## config.mk

```make
export PLATFORM = sky130hd
export DESIGN_NAME = apb_multi_slave_master
export DESIGN_NICKNAME = d
export VERILOG_FILES = /design/src/rtl/apb_pkg.sv /design/src/rtl/apb_addr_decoder.sv /design/src/rtl/apb_multi_slave_master.sv
export SDC_FILE = /design/constraint.sdc
export NUM_CORES = 1
export LEC_CHECK = 0
export BUFFER_PORTS_ARGS = -buffer_cell sky130_fd_sc_hd__buf_2
export CAP_MARGIN = 25
export CORE_MARGIN = 4
export CORE_UTILIZATION = 49
export DETAILED_ROUTE_END_ITERATION = 6
export GPL_ROUTABILITY_DRIVEN = 0
export MAX_ROUTING_LAYER = met4
export PLACE_DENSITY = 0.88
export SKIP_CTS_REPAIR_TIMING = 1
export SLEW_MARGIN = 10
export SYNTH_ARGS = -nofsm -noshare
export SYNTH_HDL_FRONTEND = slang
export SYNTH_SLANG_ARGS = --single-unit
```

## constraint.sdc

```tcl
create_clock -name pclk -period 1.8 [get_ports pclk]
set_clock_uncertainty 0.05 [all_clocks]
set_input_delay 0.09 -clock pclk [delete_from_list [all_inputs] [get_ports pclk]]
set_output_delay 0.09 -clock pclk [all_outputs]
set_load 0.01 [all_outputs]
```

## src/rtl/apb_pkg.sv

```systemverilog
// Shared types and default widths for the APB multi-slave master.
package apb_pkg;

    localparam int APB_ADDR_WIDTH     = 32;
    localparam int APB_DATA_WIDTH     = 32;
    localparam int APB_MAX_DATA_WIDTH = 64;

    typedef enum logic [1:0] {
        ST_IDLE,
        ST_SETUP,
        ST_ACCESS,
        ST_RESP
    } apb_state_e;

    // rdata is sized for the widest supported bus; the top uses the low bits
    typedef struct packed {
        logic [APB_MAX_DATA_WIDTH-1:0] rdata;
        logic                          err;
        logic                          timeout;
    } apb_rsp_t;

endpackage

```

## src/rtl/apb_addr_decoder.sv

```systemverilog
// Address to one-hot slave select, flagging indices beyond the slave count.
module apb_addr_decoder #(
    parameter int ADDR_WIDTH = 32,
    parameter int NUM_SLAVES = 8,
    parameter int SEL_LSB    = 12
) (
    input  logic [ADDR_WIDTH-1:0] addr,
    output logic [NUM_SLAVES-1:0] psel,
    output logic                  err
);

    localparam int IW = (NUM_SLAVES > 1) ? $clog2(NUM_SLAVES) : 1;
    localparam logic [IW:0] NS = (IW + 1)'(NUM_SLAVES);

    logic [IW-1:0] idx;
    logic          unused_addr;

    assign idx         = addr[SEL_LSB +: IW];
    assign err         = ({1'b0, idx} >= NS);
    assign unused_addr = ^addr;

    always_comb begin
        psel = '0;
        for (int i = 0; i < NUM_SLAVES; i++) begin
            psel[i] = !err && (idx == i[IW-1:0]);
        end
    end

endmodule

```

## src/rtl/apb_multi_slave_master.sv

```systemverilog
// Single-outstanding APB master: request/response handshake to N slaves
// with address decode, wait-state timeout and registered bus outputs.
module apb_multi_slave_master
    import apb_pkg::*;
#(
    parameter int ADDR_WIDTH = APB_ADDR_WIDTH,
    parameter int DATA_WIDTH = APB_DATA_WIDTH,
    parameter int NUM_SLAVES = 8,
    parameter int SEL_LSB    = 12,
    parameter int TIMEOUT    = 255
) (
    input  logic                  pclk,
    input  logic                  presetn,
    input  logic                  req_valid,
    output logic                  req_ready,
    input  logic [ADDR_WIDTH-1:0] req_addr,
    input  logic                  req_write,
    input  logic [DATA_WIDTH-1:0] req_wdata,
    output logic                  rsp_valid,
    input  logic                  rsp_ready,
    output logic [DATA_WIDTH-1:0] rsp_rdata,
    output logic                  rsp_err,
    output logic                  rsp_timeout,
    output logic [NUM_SLAVES-1:0] psel,
    output logic [ADDR_WIDTH-1:0] paddr,
    output logic                  pwrite,
    output logic                  penable,
    output logic [DATA_WIDTH-1:0] pwdata,
    input  logic [DATA_WIDTH-1:0] prdata,
    input  logic                  pready,
    input  logic                  pslverr
);

    localparam int CW = $clog2(TIMEOUT + 1);
    localparam logic [CW-1:0] CNT_LAST = CW'(TIMEOUT - 1);

    apb_state_e            state_q, state_d;
    logic [NUM_SLAVES-1:0] psel_q, psel_d;
    logic [ADDR_WIDTH-1:0] paddr_q, paddr_d;
    logic                  pwrite_q, pwrite_d;
    logic                  penable_q, penable_d;
    logic [DATA_WIDTH-1:0] pwdata_q, pwdata_d;
    apb_rsp_t              rsp_q, rsp_d;
    logic [CW-1:0]         cnt_q, cnt_d;
    logic                  run_q;

    logic [NUM_SLAVES-1:0] dec_psel;
    logic                  dec_err;
    logic                  unused_rdata;

    apb_addr_decoder #(
        .ADDR_WIDTH (ADDR_WIDTH),
        .NUM_SLAVES (NUM_SLAVES),
        .SEL_LSB    (SEL_LSB)
    ) u_dec (
        .addr (req_addr),
        .psel (dec_psel),
        .err  (dec_err)
    );

    // run_q keeps req_ready low until the first edge after reset release
    assign req_ready    = run_q && (state_q == ST_IDLE);
    assign rsp_valid    = (state_q == ST_RESP);
    assign rsp_rdata    = rsp_q.rdata[DATA_WIDTH-1:0];
    assign rsp_err      = rsp_q.err;
    assign rsp_timeout  = rsp_q.timeout;
    assign psel         = psel_q;
    assign paddr        = paddr_q;
    assign pwrite       = pwrite_q;
    assign penable      = penable_q;
    assign pwdata       = pwdata_q;
    assign unused_rdata = ^rsp_q.rdata;

    always_comb begin
        state_d   = state_q;
        psel_d    = psel_q;
        paddr_d   = paddr_q;
        pwrite_d  = pwrite_q;
        penable_d = penable_q;
        pwdata_d  = pwdata_q;
        rsp_d     = rsp_q;
        cnt_d     = cnt_q;
        unique case (state_q)
            ST_IDLE: begin
                if (req_valid && req_ready) begin
                    paddr_d  = req_addr;
                    pwrite_d = req_write;
                    pwdata_d = req_wdata;
                    rsp_d    = '0;
                    if (dec_err) begin
                        rsp_d.err = 1'b1;
                        state_d   = ST_RESP;
                    end else begin
                        psel_d  = dec_psel;
                        state_d = ST_SETUP;
                    end
                end
            end
            ST_SETUP: begin
                penable_d = 1'b1;
                cnt_d     = '0;
                state_d   = ST_ACCESS;
            end
            ST_ACCESS: begin
                if (pready) begin
                    rsp_d.err     = pslverr;
                    rsp_d.timeout = 1'b0;
                    rsp_d.rdata   = '0;
                    if (!pwrite_q && !pslverr) begin
                        rsp_d.rdata = APB_MAX_DATA_WIDTH'(prdata);
                    end
                    psel_d    = '0;
                    penable_d = 1'b0;
                    state_d   = ST_RESP;
                end else begin
                    cnt_d = cnt_q + CW'(1);
                    if (cnt_q == CNT_LAST) begin
                        rsp_d.err     = 1'b1;
                        rsp_d.timeout = 1'b1;
                        rsp_d.rdata   = '0;
                        psel_d        = '0;
                        penable_d     = 1'b0;
                        state_d       = ST_RESP;
                    end
                end
            end
            ST_RESP: begin
                if (rsp_ready) begin
                    state_d = ST_IDLE;
                end
            end
            default: state_d = ST_IDLE;
        endcase
    end

    always_ff @(posedge pclk or negedge presetn) begin
        if (!presetn) begin
            state_q   <= ST_IDLE;
            psel_q    <= '0;
            paddr_q   <= '0;
            pwrite_q  <= 1'b0;
            penable_q <= 1'b0;
            pwdata_q  <= '0;
            rsp_q     <= '0;
            cnt_q     <= '0;
            run_q     <= 1'b0;
        end else begin
            state_q   <= state_d;
            psel_q    <= psel_d;
            paddr_q   <= paddr_d;
            pwrite_q  <= pwrite_d;
            penable_q <= penable_d;
            pwdata_q  <= pwdata_d;
            rsp_q     <= rsp_d;
            cnt_q     <= cnt_d;
            run_q     <= 1'b1;
        end
    end

endmodule
```

==> flow_metrics.py, run 1 <==
metrics = {
    "status": {
        "status": "finished, violations left",
        "violations": "hold timing",
    },
    "route": {
        "viasPerCell": 5.60,
        "wl_per_cell_um": 19.4,
        "dr_total_vias": 5928,
        "dr.pass1.iters": 5,
        "ant_nets": 0,
        "routed_wl_um": 20500,
        "drt_iter0_markers": 658,
        "route.detailed.drc": 0,
    },
    "floorplan": {
        "dieWidth_um": 112,
        "num_io_pins": 213,
        "start_util_pct": 50.9,
        "num_rows": 37,
        "fp.dieH_um": 112,
        "coreArea_um2": 10500,
        "dieArea_um2": 12600,
    },
    "worst_setup_path": {
        "path_delay_family": "buffers and inverters",
        "crit_path_cell_trace": "inv_1 -> ha_4 -> and3_2 -> buf_12 -> buf_12 -> nand2_1 -> nand2_1",
        "max_stage_delay_ns": 0.43,
        "worstSetupPathType": "reg -> reg",
        "cp-end-kind": "flip-flop",
        "crit_required_ns": 2.16,
        "critical_path.max_fanout": 36,
        "cp_slowest_cell": "dfrtp_1",
        "startpoint_type": "flip-flop",
        "path_buf_inv": 3,
        "arrival_ns": 2.13,
    },
    "grt": {
        "use_met2_pct": 38.2,
        "overflow": 0,
        "grt_pass1_wl_um": 24200,
        "antenna_found_initial": 1,
        "met1_usage_pct": 31.8,
        "grt_max_degree": 59,
        "grtUsageTotal_pct": 24.7,
        "grt_pass1_vias": 4821,
        "grtUsageMet3_pct": 6.74,
        "grt_busiest_layer": "met2",
    },
    "power_and_ir_drop": {
        "combPwrFrac_pct": 38.2,
        "p_per_area_nw_per_um2": 1610,
        "power.internal_mw": 8.32,
        "finalPower_mw": 13.5,
        "switching_share_pct": 38.5,
        "p_seq_share_pct": 34.6,
        "pwr-share-clk_pct": 27.2,
        "p_switching_mw": 5.21,
        "ir_worst_vdd_v": 0.000936,
        "p_leak_nw": 4.33,
    },
    "layout": {
        "area_delta_synth_final_pct": 57.4,
        "drive_above_1_share_pct": 30.2,
        "nets": 1019,
        "final_area_um2": 8380,
        "fin_util_pct": 80.1,
    },
    "place": {
        "place_hpwl_um": 10900,
        "preCtsSetupSlack_ns": 0.0213,
        "placed_area_um2": 6650,
        "port_buffers": 212,
    },
    "timing": {
        "finalMaxSlewViolations": 0,
        "period_needed_ns": 1.76,
        "finalSetupViolCount": 0,
        "post-route-period-util_pct": 97.8,
        "hold_violations": 1,
        "fmax_mhz": 568,
        "fin_hold_ws_ns": -0.0215,
        "fin_ws_ns": 0.0387,
    },
    "cts": {
        "numCtsBuffers": 17,
        "clk_path_buf_depth": 2,
        "root_buffer": "clkbuf_8",
        "cts.sinks": 119,
        "clkSlewWorstSetupHoldPaths_ns": 0.06,
        "cts_tree": "done",
        "htreeDepth": 4,
        "clk_latency_ns": 0.49,
    },
    "logic_synthesis": {
        "ys.warnings.count": 0,
        "synth_fp_nets": 697,
        "synth.distinct_cells": 43,
        "synthCells": 587,
        "synth_edf_count": 0,
        "syn_area_um2": 5320,
        "synth.yosys.seq_area_share_pct": 55.9,
        "synth.ff_latch_count": 119,
        "syn_avg_cell_area_um2": 9.07,
        "ys.flop_type": "dfrtp_1",
        "synthArstFlopShare_pct": 100,
    },
    "job": {
        "maxCapViolCount": 0,
    },
    "worst_hold_path": {
        "min_path_type": "in -> reg",
    },
}
[power groups by stage]
| stage | clock network, mW | registers [mW] | logic, mW |
|---|---|---|---|
| final | 3.68 | 4.68 | 5.17 |
| after detailed placement | 0 | 4.55 | 4.65 |
| after floorplan | 0 | 5.05 | 2.00 |
| after CTS | 3.70 | 4.54 | 4.68 |
| after global placement | 0 | 4.51 | 4.49 |
| after global routing | 3.86 | 4.79 | 5.62 |
[area by class of cell]
cell class | count | area [um^2]
inverter | 38 | 143
tap | 136 | 170
clock inverter | 14 | 223
fill | 609 | 2080
antenna | 1 | 2.50
multi-input combinational | 393 | 2050
timing repair buffer | 340 | 2390
sequential | 119 | 2980
clock buffer | 18 | 418
[registers in the layout, indices dropped and copies added (netlist names), 2 cells and up]
signal     flops
pwdata        32
cnt_q          8
paddr         32
state_q        2
psel           8
rsp_rdata     32
[synth_stat cells (all sizes together), types with 2 or more instances]
library cell / count / area (um^2)
a211o: 3 / 26.3
a21oi: 11 / 55.1
a31oi: 2 / 12.5
and3: 5 / 31.3
buf: 26 / 143
clkbuf: 10 / 37.5
dfrtp: 119 / 2980
ha: 7 / 87.6
inv: 38 / 143
mux2i: 3 / 30.0
nand2: 203 / 762
nand2b: 4 / 25.0
nand3: 75 / 375
nand4: 4 / 40.0
nor2b: 4 / 25.0
nor4: 3 / 18.8
nor4b: 3 / 26.3
o211ai: 40 / 300
o21ai: 7 / 46.3
o31ai: 2 / 15.0
[cells in the final DEF (no fill, tap or decap), types with 2 or more instances in the layout]
cell type and count:
a211o_1 3, a21oi_1 11, a31oi_1 2, and3_1 4, buf_12 7, buf_2 211, buf_4 16, buf_6 2
bufinv_16 5, clkbuf_16 17, clkinv_4 4, clkinvlp_4 2, dfrtp_1 119, dlygate4sd3_1 103, ha_1 5, inv_1 37
inv_6 2, mux2i_1 3, nand2_1 203, nand2b_1 4, nand3_1 74, nand4_1 3, nor2b_1 4, nor4_1 3
nor4b_1 2, o211ai_1 40, o21ai_0 6, o31ai_1 2
[kinds of logic (layout without fill, tap and decap cells)]
kind of cell    count (synthesis)  after routing  share of synthesized area [%]
other cells                     1              2                         0.0704
simple gates                  310            310                           25.9
compound gates                 72             72                           9.68
mux                             3              3                          0.564
flops                         119            119                           55.9
buf+inv                        75            410                           6.25
fa+ha+maj                       7              7                           1.65
[path summary, 6_finish.rpt]
path | start | to | slack [ns] | cells past startpoint
worst max register to register | state_q[1]$_DFFE_PN0P_ | pwdata[2]$_DFFE_PN0P_ | 0.04 | 7
min in group asynchronous | presetn | pwdata[10]$_DFFE_PN0P_ | 0.14 | 3
max in group asynchronous | presetn | pwdata[14]$_DFFE_PN0P_ | 1.10 | 3
worst min-delay path | rsp_ready | state_q[0]$_DFFE_PN0P_ | -0.02 | 4
worst min register to register | pwdata[30]$_DFFE_PN0P_ | pwdata[30]$_DFFE_PN0P_ | 0.42 | 2
worst max-delay path | state_q[1]$_DFFE_PN0P_ | pwdata[2]$_DFFE_PN0P_ | 0.04 | 7
[stage by stage]
stage	hold WS, ns	std cells	setup TNS [ns]
after floorplan	-0.256	587	0
after global placement	-0.154	922	0
after detailed placement	-0.153	922	0
after CTS	-0.682	954	-0.0845
after global routing	0.00940	1059	-0.00516
final	-0.0215	1059	0
[metal layers]
layer	share of wire, %	wire length, um	vias up
li1	-	-	2609
met5	0	0	-
met4	4.1	832	0
met3	10	2040	73
met1	37	7500	2805
met2	49	10100	441
[worst reg2reg max path: stages (launching register included)]
cell     delay [ns]
dfrtp_1        0.43
inv_1          0.16
ha_4           0.20
and3_2         0.21
buf_12         0.21
buf_12         0.19
nand2_1        0.11
nand2_1        0.13
Note: power is estimated with default switching activity, not from simulation.
==> run 2: changes to the inputs <==
--- a/config.mk
+++ b/config.mk
@@ -8,13 +8,14 @@
 export BUFFER_PORTS_ARGS = -buffer_cell sky130_fd_sc_hd__buf_2
 export CAP_MARGIN = 25
 export CORE_MARGIN = 4
-export CORE_UTILIZATION = 49
+export CORE_UTILIZATION = 48
 export DETAILED_ROUTE_END_ITERATION = 6
 export GPL_ROUTABILITY_DRIVEN = 0
 export MAX_ROUTING_LAYER = met4
-export PLACE_DENSITY = 0.88
+export PLACE_DENSITY = 0.87
 export SKIP_CTS_REPAIR_TIMING = 1
 export SLEW_MARGIN = 10
 export SYNTH_ARGS = -nofsm -noshare
 export SYNTH_HDL_FRONTEND = slang
+export SYNTH_HIERARCHICAL = 1
 export SYNTH_SLANG_ARGS = --single-unit
==> flow_metrics.py, run 2 <==
metrics = {
    "layout": {
        "area_delta_synth_final_pct": 61.5,
        "nets": 833,
        "layout_commonest_cell": "buf_2",
        "layout_common_cells": "buf_2, dfrtp_1, dlygate4sd3_1",
        "final_cells": 872,
        "antenna_cells": 0,
        "drive_above_1_share_pct": 48.6,
    },
    "grt": {
        "use_met2_pct": 34.7,
        "grt_busiest_layer": "met2",
        "grtUsageTotal_pct": 20.5,
        "grt_pass1_wl_um": 18700,
        "overflow": 0,
        "grt_max_degree": 120,
        "met1_usage_pct": 23.5,
        "grtUsageMet3_pct": 6.29,
        "antenna_found_initial": 0,
        "grt_pass1_vias": 3944,
    },
    "logic_synthesis": {
        "synth.ff_latch_count": 119,
        "synth_fp_nets": 498,
        "ys.warnings.count": 6,
        "syn_avg_cell_area_um2": 12.9,
        "synthCells": 389,
        "synthArstFlopShare_pct": 100,
        "synth_edf_count": 0,
        "synth_area_leaders": "dfrtp_1, mux2_2, mux2i_1, nand2_1, inv_1",
        "yosysMostFrequentCell": "dfrtp_1",
        "ys.flop_type": "dfrtp_1",
        "synth.top_cell.area_share_pct": 59.2,
        "synth.yosys.seq_area_share_pct": 59.2,
        "yosysTopAreaCell": "dfrtp_1",
        "synth.distinct_cells": 35,
        "syn_area_um2": 5030,
        "synth_commonest_cells": "dfrtp_1, mux2_2, nand2_1",
    },
    "floorplan": {
        "num_io_pins": 213,
        "dieArea_um2": 12200,
        "num_rows": 37,
        "fp.dieH_um": 110,
        "coreArea_um2": 10300,
        "start_util_pct": 48.9,
        "dieWidth_um": 110,
    },
    "place": {
        "port_buffers": 212,
        "dp_cells": 733,
        "preCtsSetupSlack_ns": -0.0997,
        "place_hpwl_um": 8870,
    },
    "power_and_ir_drop": {
        "p_per_area_nw_per_um2": 1600,
        "finalPower_mw": 13.0,
        "p_leak_nw": 4.12,
        "ir_worst_vdd_v": 0.000844,
    },
    "route": {
        "ant_nets": 0,
        "viasPerCell": 5.05,
        "wl_per_cell_um": 18.5,
        "drt_iter0_markers": 217,
        "routed_wl_um": 16100,
        "route.detailed.drc": 0,
        "dr_total_vias": 4405,
        "dr.pass1.iters": 4,
    },
    "worst_hold_path": {
        "hold_start": "pslverr",
        "min_path_type": "in -> reg",
    },
    "worst_setup_path": {
        "max_stage_delay_ns": 0.39,
        "arrival_ns": 2.20,
        "startpoint_type": "flip-flop",
        "crit_path_cell_trace": "inv_2 -> ha_4 -> buf_4 -> o211ai_4 -> clkbuf_16 -> mux2i_1",
        "cp_slowest_cell": "dfrtp_1",
        "cp-startpoint": "state_q[0]$_DFFE_PN0P_",
        "path_buf_inv": 3,
        "r2r_start": "state_q[0]$_DFFE_PN0P_",
        "cp-end-kind": "flip-flop",
        "critical_path.max_fanout": 8,
        "path_delay_family": "buffers and inverters",
        "crit_required_ns": 2.15,
        "worstSetupPathType": "reg -> reg",
    },
    "job": {
        "maxCapViolCount": 0,
    },
    "timing": {
        "slew_headroom_pct": 59.5,
        "fmax_mhz": 541,
        "period_needed_ns": 1.85,
        "finalMaxSlewViolations": 0,
        "hold_violations": 0,
        "tightest_slew_ns": 0.608,
        "post-route-period-util_pct": 103,
        "fin_ws_ns": -0.0484,
        "fin_hold_ws_ns": 0.0270,
        "finalSetupViolCount": 3,
    },
    "cts": {
        "root_buffer": "clkbuf_8",
        "clkSlewWorstSetupHoldPaths_ns": 0.05,
        "clk_path_buf_depth": 2,
        "htreeDepth": 4,
        "cts_tree": "done",
        "numCtsBuffers": 17,
        "cts.sinks": 119,
        "clk_latency_ns": 0.50,
    },
    "status": {
        "violations": "setup timing",
        "status": "finished, violations left",
    },
}
[run 2: cell types whose count changed in the layout (fill, tap and decap cells not counted), sizes merged, moves of 6 or more]
cell and delta:
mux2i +33, clkbuf +6, o211ai -39, nor2b +6, nand2 -164, a21oi -8, mux2 +74, nand3 -69
[run 2: path summary, 6_finish.rpt]
| check | endpoint | slack [ns] | depth (start not counted) |
|---|---|---|---|
| min in group asynchronous | rsp_rdata[8]$_DFFE_PN0P_ | 0.23 | 3 |
| setup reg to reg | rsp_rdata[9]$_DFFE_PN0P_ | -0.05 | 6 |
| max in group asynchronous | state_q[1]$_DFFE_PN0P_ | 1.01 | 3 |
| hold / removal | rsp_err$_DFFE_PN0P_ | 0.03 | 4 |
| setup / recovery | rsp_rdata[9]$_DFFE_PN0P_ | -0.05 | 6 |
| hold reg to reg | psel[7]$_DFFE_PN0P_ | 0.45 | 1 |
[run 2: layout make-up]
cell class	count	area, um^2
sequential	119	2980
timing repair buffer	334	2320
fill	561	2160
multi-input combinational	216	1910
clock buffer	23	477
tap	136	170
inverter	36	138
clock inverter	8	120
[run 2: metrics by stage]
stage	TNS (ns)	area (um^2)	util, %
floorplan	-0.0159	5030	-
global placement	0	6340	61.7
detailed placement	-0.999	6340	61.7
CTS	-1.51	6940	67.5
global route	-0.682	8120	79.0
finish	-0.0922	8120	79.0
[run 2: metal layers]
layer | share of wire, % | up-vias
li1 | - | 1975
met1 | 36 | 2172
met2 | 54 | 214
met3 | 6.9 | 44
met4 | 3.0 | 0
met5 | 0 | -
[run 2: worst register-to-register path, cell delays in order (launching register included)]
cell and delay [ns]:
dfrtp_1 0.39, inv_2 0.09, ha_4 0.17, buf_4 0.14, o211ai_4 0.39, clkbuf_16 0.26, mux2i_1 0.25
[run 2: cells by family (layout without fill, tap and decap cells)]
group | after synthesis | after routing | synth area share [%]
flops | 119 | 119 | 59.2
simple gates | 80 | 80 | 8.21
buf+inv | 54 | 401 | 4.78
other cells | 2 | 2 | 0.149
mux | 110 | 110 | 23.7
compound gates | 18 | 18 | 2.39
fa+ha+maj | 6 | 6 | 1.49
[run 2: where the power goes]
part	internal, mW	total [mW]	switching [mW]
registers	3.71	4.37	0.668
clock network	2.24	3.39	1.15
logic	2.66	5.21	2.55
total	8.60	13.0	4.37
==> run 3: changes to the inputs <==
--- a/config.mk
+++ b/config.mk
@@ -7,14 +7,15 @@
 export LEC_CHECK = 0
 export BUFFER_PORTS_ARGS = -buffer_cell sky130_fd_sc_hd__buf_2
 export CAP_MARGIN = 25
+export CELL_PAD_IN_SITES_DETAIL_PLACEMENT = 1
+export CELL_PAD_IN_SITES_GLOBAL_PLACEMENT = 1
 export CORE_MARGIN = 4
-export CORE_UTILIZATION = 48
+export CORE_UTILIZATION = 37
 export DETAILED_ROUTE_END_ITERATION = 6
 export GPL_ROUTABILITY_DRIVEN = 0
 export MAX_ROUTING_LAYER = met4
 export PLACE_DENSITY = 0.87
 export SKIP_CTS_REPAIR_TIMING = 1
-export SLEW_MARGIN = 10
 export SYNTH_ARGS = -nofsm -noshare
 export SYNTH_HDL_FRONTEND = slang
 export SYNTH_HIERARCHICAL = 1
==> flow_metrics.py, run 3 (synthesis gave the netlist of run 2 again) <==
metrics = {
    "status": {
        "status": "finished, violations left",
        "violations": "hold timing, setup timing",
    },
    "job": {
        "maxCapViolCount": 0,
    },
    "place": {
        "dp_cells": 776,
        "place_hpwl_um": 10300,
        "port_buffers": 212,
    },
    "worst_setup_path": {
        "rr_worst_depth": 6,
        "r2r_start": "state_q[1]$_DFFE_PN0P_",
        "critical_path.max_fanout": 7,
        "startpoint_type": "flip-flop",
        "cp-end-kind": "flip-flop",
        "reg2reg_to": "rsp_rdata[24]$_DFFE_PN0P_",
        "crit_required_ns": 2.05,
        "worstSetupPathType": "reg -> reg",
        "arrival_ns": 2.11,
        "ff2ff_setup_slack_ns": -0.06,
    },
    "cts": {
        "root_buffer": "clkbuf_16",
        "clkSlewWorstSetupHoldPaths_ns": 0.06,
        "cts.sinks": 119,
        "numCtsBuffers": 17,
        "clk_latency_ns": 0.41,
        "clk_path_buf_depth": 2,
        "cts_tree": "done",
        "htreeDepth": 4,
    },
    "worst_hold_path": {
        "min_path_type": "in -> reg",
        "hold-path-endpoint": "paddr[13]$_DFFE_PN0P_",
        "hold_start": "req_addr[13]",
        "whs_path_depth": 2,
    },
    "route": {
        "drt_iter0_markers": 244,
        "routed_wl_um": 19100,
        "route.detailed.drc": 0,
        "viasPerCell": 4.85,
        "dr_total_vias": 4452,
        "dr.pass1.iters": 4,
        "ant_nets": 0,
        "wl_per_cell_um": 20.9,
    },
    "power_and_ir_drop": {
        "p_per_area_nw_per_um2": 1590,
        "power.internal_mw": 8.39,
        "p_switching_mw": 4.57,
        "p_seq_share_pct": 33.7,
        "combPwrFrac_pct": 41.5,
        "ir_worst_vdd_v": 0.000735,
        "switching_share_pct": 35.3,
        "p_leak_nw": 4.13,
        "pwr-share-clk_pct": 24.8,
    },
    "floorplan": {
        "coreArea_um2": 13300,
        "fp.dieH_um": 125,
        "dieArea_um2": 15500,
        "start_util_pct": 37.8,
        "num_rows": 42,
        "num_io_pins": 213,
        "dieWidth_um": 125,
    },
    "grt": {
        "grt_max_degree": 120,
        "antenna_found_initial": 4,
        "grt_pass1_vias": 4428,
        "grtUsageTotal_pct": 19.2,
        "overflow": 0,
        "grt_pass1_wl_um": 23000,
    },
    "timing": {
        "finalMaxSlewViolations": 0,
        "fmax_mhz": 537,
        "slew_headroom_pct": 56.7,
        "tightest_slew_ns": 0.650,
        "fin_ws_ns": -0.0618,
        "finalSetupTns_ns": -0.173,
        "finalSetupViolCount": 4,
        "hold_violations": 1,
        "post-route-period-util_pct": 103,
        "fin_hold_ws_ns": -0.0118,
        "rsz0062_at_grt": "yes",
        "period_needed_ns": 1.86,
    },
    "layout": {
        "final_cells": 917,
        "area_delta_synth_final_pct": 61.9,
        "nets": 834,
        "drive_above_1_share_pct": 49.0,
        "fin_util_pct": 61.2,
        "layout_commonest_cell": "buf_2",
        "layout_common_cells": "buf_2, dfrtp_1, dlygate4sd3_1",
    },
}
[run 3: metrics by stage]
| step | setup slack (ns) | hold WS, ns | power, mW | cell area (um^2) |
|---|---|---|---|---|
| detailed placement | -0.167 | 0.194 | 8.84 | 6410 |
| global placement | -0.0217 | 0.182 | 8.54 | 6410 |
| finish | -0.0618 | -0.0118 | 13.0 | 8140 |
| global route | -0.137 | 0.00411 | 13.6 | 8140 |
| CTS | -0.168 | -0.242 | 12.1 | 6960 |
| floorplan | -0.00199 | -0.256 | 6.87 | 5030 |
[run 3: metal layers]
| metal | part of all wire [%] | track usage [%] | vias to the layer above |
|---|---|---|---|
| li1 | - | - | 1976 |
| met1 | 36 | 20.8 | 2252 |
| met2 | 56 | 32.8 | 188 |
| met3 | 5.1 | 6.13 | 36 |
| met4 | 2.6 | 7.16 | 0 |
| met5 | 0 | - | - |
[run 3: critical path: stages, from the launching register on]
cell and delay, ns:
dfrtp_1 0.38, inv_2 0.08, ha_4 0.19, buf_4 0.15, o211ai_4 0.40, buf_12 0.20, mux2i_1 0.30
[run 3: worst max path at each step]
stage	startpoint	to	slack, ns	depth (start not counted)
floorplan	state_q[0]$_DFFE_PN0P_	psel[0]$_DFFE_PN0P_	-0.002	7
global placement	state_q[1]$_DFFE_PN0P_	psel[0]$_DFFE_PN0P_	-0.02	6
detailed placement	state_q[1]$_DFFE_PN0P_	psel[6]$_DFFE_PN0P_	-0.17	6
CTS	state_q[1]$_DFFE_PN0P_	psel[6]$_DFFE_PN0P_	-0.17	6
global route	state_q[0]$_DFFE_PN0P_	rsp_rdata[24]$_DFFE_PN0P_	-0.14	8
finish	state_q[1]$_DFFE_PN0P_	rsp_rdata[24]$_DFFE_PN0P_	-0.06	6
[run 3: power groups by stage]
stage	Clock (mW)	Sequential (mW)	Combinational (mW)
final	3.21	4.37	5.38
after global routing	3.41	4.48	5.73
after CTS	3.21	4.29	4.59
after detailed placement	0	4.29	4.55
after global placement	0	4.19	4.35
after floorplan	0	4.70	2.17
[run 3: layout make-up]
class                           instances  area (um^2)
Antenna cell                            4         10.0
Clock inverter                          9         76.3
Timing Repair Buffer                  335         2360
Multi-Input combinational cell        216         1890
Sequential cell                       119         2980
Inverter                               36          135
Clock buffer                           22          474
Tap cell                              176          220
Fill cell                            1407         5160
